`src/rtl/dynamic_range_sequencer.sv`:
```
// Amplitude-sweep sequencer for IIR dynamic-range characterization: flush, settle, measure peak |data_out|.
// Optional macro DRS_OVF_HALT_EN: a step that reports overflow ends the sweep early.
module dynamic_range_sequencer #(
  parameter int unsigned DATA_WIDTH      = 16,
  parameter int unsigned OUT_WIDTH       = 32,
  parameter int unsigned AMPLITUDE_STEPS = 10,
  parameter int unsigned AMP_MAX         = 65535,
  parameter int unsigned SETTLE_SAMPLES  = 256,
  parameter int unsigned MEASURE_SAMPLES = 1024,
  parameter logic [OUT_WIDTH-1:0] OVF_THRESH = OUT_WIDTH'(32'h3FFFFFFF)
) (
  input  logic                        clk,
  input  logic                        rst,
  input  logic                        start,
  input  logic                        abort,
  input  logic                        sample_en,
  input  logic signed [OUT_WIDTH-1:0] data_out,
  output logic [DATA_WIDTH-1:0]       amplitude,
  output logic                        filt_flush,
  output logic                        busy,
  output logic                        done,
  output logic                        peak_valid,
  output logic [7:0]                  step_idx,
  output logic [OUT_WIDTH-1:0]        peak_abs,
  output logic                        step_ovf,
  output logic                        overflow_flag
);

  localparam int unsigned STEP_SIZE = AMP_MAX / AMPLITUDE_STEPS;
  localparam int unsigned CNT_MAX   = (SETTLE_SAMPLES > MEASURE_SAMPLES) ? SETTLE_SAMPLES : MEASURE_SAMPLES;
  localparam int unsigned CNT_W     = $clog2(CNT_MAX + 1);
  localparam int unsigned PROD_W    = DATA_WIDTH + 8;
  localparam logic [CNT_W-1:0]  SETTLE_LAST  = CNT_W'(SETTLE_SAMPLES - 1);
  localparam logic [CNT_W-1:0]  MEASURE_LAST = CNT_W'(MEASURE_SAMPLES - 1);
  localparam logic [7:0]        LAST_STEP    = 8'(AMPLITUDE_STEPS - 1);
  localparam logic [PROD_W-1:0] STEP_EXT     = PROD_W'(STEP_SIZE);

  typedef enum logic [2:0] {
    ST_IDLE    = 3'd0,
    ST_FLUSH   = 3'd1,
    ST_SETTLE  = 3'd2,
    ST_MEASURE = 3'd3,
    ST_REPORT  = 3'd4,
    ST_DONE    = 3'd5
  } state_t;

  state_t                state_r, state_next_s;
  logic [1:0]            flush_cnt_r;
  logic [CNT_W-1:0]      sample_cnt_r;
  logic [OUT_WIDTH-1:0]  mag_s, peak_upd_s, peak_acc_r;
  logic                  ovf_upd_s, ovf_acc_r;
  logic [PROD_W-1:0]     amp_prod_s;
  logic                  halt_s, start_go_s, enter_report_s;

  logic [DATA_WIDTH-1:0] amplitude_r, amplitude_next_s;
  logic                  filt_flush_r, filt_flush_next_s;
  logic                  busy_r, busy_next_s;
  logic                  done_r, done_next_s;
  logic                  peak_valid_r, peak_valid_next_s;
  logic [7:0]            step_idx_r, step_idx_next_s;
  logic [OUT_WIDTH-1:0]  peak_abs_r, peak_abs_next_s;
  logic                  step_ovf_r, step_ovf_next_s;
  logic                  overflow_flag_r, overflow_flag_next_s;

`ifdef DRS_OVF_HALT_EN
  assign halt_s = step_ovf_r;
`else
  assign halt_s = 1'b0;
`endif

  assign amp_prod_s     = PROD_W'(step_idx_r) * STEP_EXT;
  assign start_go_s     = ((state_r == ST_IDLE) || (state_r == ST_DONE)) && (state_next_s == ST_FLUSH);
  assign enter_report_s = (state_r == ST_MEASURE) && (state_next_s == ST_REPORT);

  // Magnitude of the filter output; the most negative code maps to its own bit pattern
  always_comb begin
    if (data_out[OUT_WIDTH-1]) begin
      mag_s = $unsigned(-data_out);
    end else begin
      mag_s = $unsigned(data_out);
    end
  end

  // Peak/overflow accumulator update for the current strobe
  always_comb begin
    peak_upd_s = peak_acc_r;
    ovf_upd_s  = ovf_acc_r;
    if (sample_en) begin
      if (mag_s > peak_acc_r) begin
        peak_upd_s = mag_s;
      end else begin
        peak_upd_s = peak_acc_r;
      end
      ovf_upd_s = ovf_acc_r | (mag_s > OVF_THRESH);
    end else begin
      peak_upd_s = peak_acc_r;
      ovf_upd_s  = ovf_acc_r;
    end
  end

  // State register
  always_ff @(posedge clk or negedge rst) begin
    if (!rst) begin
      state_r <= ST_IDLE;
    end else begin
      state_r <= state_next_s;
    end
  end

  // Next-state logic; abort overrides every other condition
  always_comb begin
    state_next_s = state_r;
    if (abort) begin
      state_next_s = ST_IDLE;
    end else begin
      case (state_r)
        ST_IDLE, ST_DONE: begin
          if (start) state_next_s = ST_FLUSH;
          else       state_next_s = state_r;
        end
        ST_FLUSH: begin
          if (flush_cnt_r == 2'd3) state_next_s = ST_SETTLE;
          else                     state_next_s = ST_FLUSH;
        end
        ST_SETTLE: begin
          if (sample_en && (sample_cnt_r == SETTLE_LAST)) state_next_s = ST_MEASURE;
          else                                            state_next_s = ST_SETTLE;
        end
        ST_MEASURE: begin
          if (sample_en && (sample_cnt_r == MEASURE_LAST)) state_next_s = ST_REPORT;
          else                                             state_next_s = ST_MEASURE;
        end
        ST_REPORT: begin
          if ((step_idx_r == LAST_STEP) || halt_s) state_next_s = ST_DONE;
          else                                     state_next_s = ST_FLUSH;
        end
        default: state_next_s = ST_IDLE;
      endcase
    end
  end

  // Output decode, computed from the next state so the registered outputs align with the state
  always_comb begin
    busy_next_s       = 1'b0;
    filt_flush_next_s = 1'b0;
    done_next_s       = 1'b0;
    peak_valid_next_s = 1'b0;
    case (state_next_s)
      ST_FLUSH:              begin busy_next_s = 1'b1; filt_flush_next_s = 1'b1; end
      ST_SETTLE, ST_MEASURE: begin busy_next_s = 1'b1; end
      ST_REPORT:             begin busy_next_s = 1'b1; peak_valid_next_s = 1'b1; end
      ST_DONE:               begin done_next_s = 1'b1; end
      default:               begin busy_next_s = 1'b0; end
    endcase

    if ((state_r == ST_FLUSH) && (state_next_s == ST_SETTLE)) begin
      amplitude_next_s = amp_prod_s[DATA_WIDTH-1:0];
    end else if ((state_next_s == ST_SETTLE) || (state_next_s == ST_MEASURE) || (state_next_s == ST_REPORT)) begin
      amplitude_next_s = amplitude_r;
    end else begin
      amplitude_next_s = {DATA_WIDTH{1'b0}};
    end

    if (start_go_s) begin
      step_idx_next_s = 8'd0;
    end else if ((state_r == ST_REPORT) && (state_next_s == ST_FLUSH)) begin
      step_idx_next_s = step_idx_r + 8'd1;
    end else begin
      step_idx_next_s = step_idx_r;
    end

    if (enter_report_s) begin
      peak_abs_next_s = peak_upd_s;
      step_ovf_next_s = ovf_upd_s;
    end else begin
      peak_abs_next_s = peak_abs_r;
      step_ovf_next_s = step_ovf_r;
    end

    if (start_go_s) begin
      overflow_flag_next_s = 1'b0;
    end else if (enter_report_s) begin
      overflow_flag_next_s = overflow_flag_r | ovf_upd_s;
    end else begin
      overflow_flag_next_s = overflow_flag_r;
    end
  end

  // Output registers
  always_ff @(posedge clk or negedge rst) begin
    if (!rst) begin
      amplitude_r     <= {DATA_WIDTH{1'b0}};
      filt_flush_r    <= 1'b0;
      busy_r          <= 1'b0;
      done_r          <= 1'b0;
      peak_valid_r    <= 1'b0;
      step_idx_r      <= 8'd0;
      peak_abs_r      <= {OUT_WIDTH{1'b0}};
      step_ovf_r      <= 1'b0;
      overflow_flag_r <= 1'b0;
    end else begin
      amplitude_r     <= amplitude_next_s;
      filt_flush_r    <= filt_flush_next_s;
      busy_r          <= busy_next_s;
      done_r          <= done_next_s;
      peak_valid_r    <= peak_valid_next_s;
      step_idx_r      <= step_idx_next_s;
      peak_abs_r      <= peak_abs_next_s;
      step_ovf_r      <= step_ovf_next_s;
      overflow_flag_r <= overflow_flag_next_s;
    end
  end

  // Flush/strobe counters and the in-step peak accumulator
  always_ff @(posedge clk or negedge rst) begin
    if (!rst) begin
      flush_cnt_r  <= 2'd0;
      sample_cnt_r <= {CNT_W{1'b0}};
      peak_acc_r   <= {OUT_WIDTH{1'b0}};
      ovf_acc_r    <= 1'b0;
    end else begin
      if (state_next_s != state_r) begin
        flush_cnt_r  <= 2'd0;
        sample_cnt_r <= {CNT_W{1'b0}};
      end else if (state_r == ST_FLUSH) begin
        flush_cnt_r  <= flush_cnt_r + 2'd1;
        sample_cnt_r <= {CNT_W{1'b0}};
      end else if (((state_r == ST_SETTLE) || (state_r == ST_MEASURE)) && sample_en) begin
        flush_cnt_r  <= 2'd0;
        sample_cnt_r <= sample_cnt_r + CNT_W'(1'b1);
      end else begin
        flush_cnt_r  <= 2'd0;
        sample_cnt_r <= sample_cnt_r;
      end

      if (state_r == ST_SETTLE) begin
        peak_acc_r <= {OUT_WIDTH{1'b0}};
        ovf_acc_r  <= 1'b0;
      end else if (state_r == ST_MEASURE) begin
        peak_acc_r <= peak_upd_s;
        ovf_acc_r  <= ovf_upd_s;
      end else begin
        peak_acc_r <= peak_acc_r;
        ovf_acc_r  <= ovf_acc_r;
      end
    end
  end

  assign amplitude     = amplitude_r;
  assign filt_flush    = filt_flush_r;
  assign busy          = busy_r;
  assign done          = done_r;
  assign peak_valid    = peak_valid_r;
  assign step_idx      = step_idx_r;
  assign peak_abs      = peak_abs_r;
  assign step_ovf      = step_ovf_r;
  assign overflow_flag = overflow_flag_r;

endmodule

```
`config.mk`:
```
export PLATFORM = sky130hd
export DESIGN_NAME = dynamic_range_sequencer
export DESIGN_NICKNAME = d
export VERILOG_FILES = /design/src/rtl/dynamic_range_sequencer.sv
export SDC_FILE = /design/constraint.sdc
export NUM_CORES = 1
export LEC_CHECK = 0
export BUFFER_PORTS_ARGS = -buffer_cell sky130_fd_sc_hd__buf_2
export CAP_MARGIN = 20
export CORE_ASPECT_RATIO = 0.7
export CORE_MARGIN = 2
export CORE_UTILIZATION = 45
export DETAILED_ROUTE_END_ITERATION = 10
export SLEW_MARGIN = 20
export SYNTH_ARGS = -nofsm -noshare
export SYNTH_HDL_FRONTEND = slang
export SYNTH_SLANG_ARGS = --single-unit
```
`constraint.sdc`:
```
create_clock -name clk -period 11.2 [get_ports clk]
set_input_delay 1.12 -clock clk [delete_from_list [all_inputs] [get_ports clk]]
set_output_delay 1.12 -clock clk [all_outputs]
set_load 0.05 [all_outputs]
```
==> metrics.txt <==
final core occ 52.7%; Clk network pwr share 41.3%; max-cap check violation count 0; via count 6,227; CP max FO 51; Clock Sinks 111; routed len/inst 16.8 µm; Cell Pwr Density 101 nW/µm²; RSZ-0062 raised after global routing no; cell area after synthesis 7560 µm²; CTS tree built; routed wl met2 8140 µm; maximum vdd drop 0.0673 mV; IO buf count 98; outcome completed; crit-path most repeated cell o21ai_0; Seq cells post-synth 111; Layout Skew 0.0101 ns; Worst setup SP type primary input; Comb pwr share 12.2%; critical path data arrival time 6.16 ns; Ys Warns 0; Switching Share 28.2%; post-DP HPWL 13,900 µm; fin nets 1,013; Int Pwr 0.000625 W; clock tree root buffer cell clkbuf_16; Chip Height 112 µm; Remaining DRCs 0; Starting Density 46.1%; Post-CTS Hold Buffers 0; GRT overflow 0; Fillers 1,493; XOR/XNOR share of the synthesized area 5.79%; post-synthesis adder-cell area fraction 15.5%; Final period util 52.7%; sequential cell area 2780 µm²; IO Pins 99; Avg Cell Area, Syn 9.34 µm²; WS Path Type in -> reg; ANT cells 0; NetSw 0.000246 W; vias in the first global route 6,096; area grow syn2layout 14.2%; Tot GR Track Use 21.8%; Tightest Hold Check Type reg -> reg; Worst path slowest cell or4_1; Num CTS Buffers 9; Die Wd 159 µm; worst slew pin tran 0.870 ns; met3 WL 827 µm; post-synthesis compound-gate area fraction 16.3%; Critical Path Sink Type flop; first-pass GRT wire length 31,900 µm; Final setup viols 0; ys flop type dfrtp_1; Post-Syn Nets 933; Syn Inst Count 810; Cell variety after synth 58; largest family of logic cells by synthesized area compound AO/OA/AOI/OAI gates; Die Area 17,900 µm²; wire length on met1 9590 µm; Seq pwr share 46.4%; Slew Limit Fails 0; fmax 0.169 GHz; initial DRC count 351; cell row count 39; DR vias/cell 5.56; largest net degree at the start of global routing 68; Worst-path clk slew 0.09 ns; slowest cell delay on critical path 0.65 ns; Critical Path RT 11.46 ns; simple-gate portion of the synthesized area 15.3%; Final ANT Viol Nets 0; cell breakdown of the critical path buf_2 -> or4_4 -> or3_4 -> or4_1 -> o41ai_2 -> xnor2_1 -> ha_1 -> a21oi_1 -> o21ai_0 -> a221oi_1 -> o21ai_0 -> a32oi_4 -> buf_4 -> nor2_1 -> a32o_1; Clk Latency, worst-skew pair 0.37 ns; post-CTS sizing 0; global placement routability congestion 0.874; crit path buf inv count 2; first-pass iteration count of the detailed router 5; H-tree Lvls 3; Top Layer Used met4; kind of cell adding the most delay to the critical path compound AO/OA/AOI/OAI gates; mux contribution to synthesized area 4.52%; Core Region 16,400 µm²; ys async rst share 100%; Leakage 4.42 nW; Max Root-Sink Buffers 2; initial antenna violation count 0; WL final 18,800 µm; Final Critical Period 5.90 ns; worst reg-to-reg setup slack 7.09 ns; setup TNS 0 ns; layout cells sized above 1 16.0%; Post-CTS Repair Setup Buffers 0; Slew Limit Headroom 41.5%; multi-input logic area 4380 µm²; Post-synth EDFFs 0; post-synthesis sequential area ratio 36.7%; Final Hold Viols 0
[worst paths after layout]
check                               start        endpoint  depth (start not counted)
max                          data_out[10]   peak_acc_r[5]                         15
min                        flush_cnt_r[0]  flush_cnt_r[0]                          1
max reg2reg                   step_idx[3]   amplitude[14]                         12
min reg2reg                flush_cnt_r[0]  flush_cnt_r[0]                          1
max in group asynchronous             rst  peak_acc_r[20]                          2
min in group asynchronous             rst            done                          1
[power groups by stage]
| stage | combinational [W] | clock, W | sequential, W |
|---|---|---|---|
| after global routing | 0.000119 | 0.000383 | 0.000405 |
| after global placement | 0.000101 | 0 | 0.000412 |
| after detailed placement | 0.000104 | 0 | 0.000412 |
| after CTS | 0.000105 | 0.000370 | 0.000404 |
| final | 0.000107 | 0.000360 | 0.000404 |
| after floorplan | 0.0000638 | 0 | 0.000413 |
[metal layers]
layer | global-route usage (%) | vias to the layer above
met5 | 0 | -
met3 | 3.99 | 22
met4 | 5.21 | 0
met2 | 33.0 | 157
met1 | 32.5 | 3007
li1 | - | 3041
[state kept, by name, indices dropped and copies added (netlist names), 2 cells and up]
signal / count
peak_abs: 32
peak_acc_r: 32
amplitude: 16
sample_cnt_r: 11
step_idx: 8
state_r: 3
flush_cnt_r: 2
[placed cells by master, fill, tap and decap left out, types with 5 or more instances in the layout]
cell,synthesis,layout
a21oi_1,20,20
a22o_1,15,15
a32o_1,8,8
and3_1,8,8
buf_2,6,97
buf_4,0,9
clkbuf_16,0,9
dfrtp_1,111,111
fa_1,13,13
ha_1,73,73
inv_1,77,77
mux2i_1,33,33
nand2_1,95,94
nand2b_1,10,10
nand3_1,36,36
nand4_1,10,10
nor2_1,33,33
nor3_1,7,7
nor4_1,6,5
o21ai_0,38,38
o21ai_1,28,28
o221ai_1,23,23
o31ai_1,7,7
or2_2,5,5
or4_1,6,6
xnor2_1,42,42
xor2_1,8,8
[synth_stat cells, drive strengths merged, types with 2 or more instances]
cell type | instances | share of area [%]
a211oi | 3 | 0.30
ha | 73 | 12
a21o | 4 | 0.40
mux2i | 33 | 4.4
and2 | 3 | 0.25
a22o | 15 | 1.7
nor3b | 4 | 0.40
nand3 | 36 | 2.4
a32oi | 2 | 0.23
or2 | 5 | 0.41
nor2b | 4 | 0.33
nor2 | 33 | 1.6
fa | 13 | 3.4
a21oi | 20 | 1.3
o21ai | 67 | 4.5
a31oi | 2 | 0.17
o2bb2ai | 2 | 0.23
buf | 15 | 0.94
xnor2 | 42 | 4.9
a311oi | 2 | 0.23
nand2 | 95 | 4.7
inv | 77 | 3.8
or4 | 8 | 0.89
xor2 | 8 | 0.93
o31ai | 9 | 1.0
nor3 | 7 | 0.46
o221ai | 23 | 2.7
dfrtp | 111 | 37
a221oi | 2 | 0.23
and3 | 8 | 0.66
nand4 | 10 | 0.83
clkbuf | 23 | 1.1
a32o | 8 | 1.1
o311ai | 2 | 0.23
nor4 | 7 | 0.66
or3 | 5 | 0.48
o21a | 4 | 0.40
o41ai | 6 | 1.0
nand2b | 10 | 0.83
[kinds of logic after synthesis]
kind of cell | Yosys count
xor+xnor | 50
compound gates | 176
fa+ha+maj | 86
flops | 111
simple gates | 238
mux | 34
buf+inv | 115
[cell type report]
cell class,count,share of cell area [%]
clock buffer,9,2.61
multi-input combinational,584,50.7
clock inverter,7,1.25
tap,225,3.26
inverter,77,3.35
timing repair buffer,107,6.72
sequential,111,32.2
[stage by stage]
stage	instances	total power, W	hold WS [ns]	worst slack, ns	cell area (µm²)
after floorplan	810	0.000477	0.408	6.25	7560
after global placement	1103	0.000513	0.420	4.65	8270
after detailed placement	1103	0.000516	0.433	4.45	8280
after CTS	1119	0.000879	0.445	4.80	8610
after global routing	1120	0.000907	0.489	5.05	8640
final	1120	0.000871	0.438	5.30	8640
No activity file was read; power rests on OpenSTA's default activity.
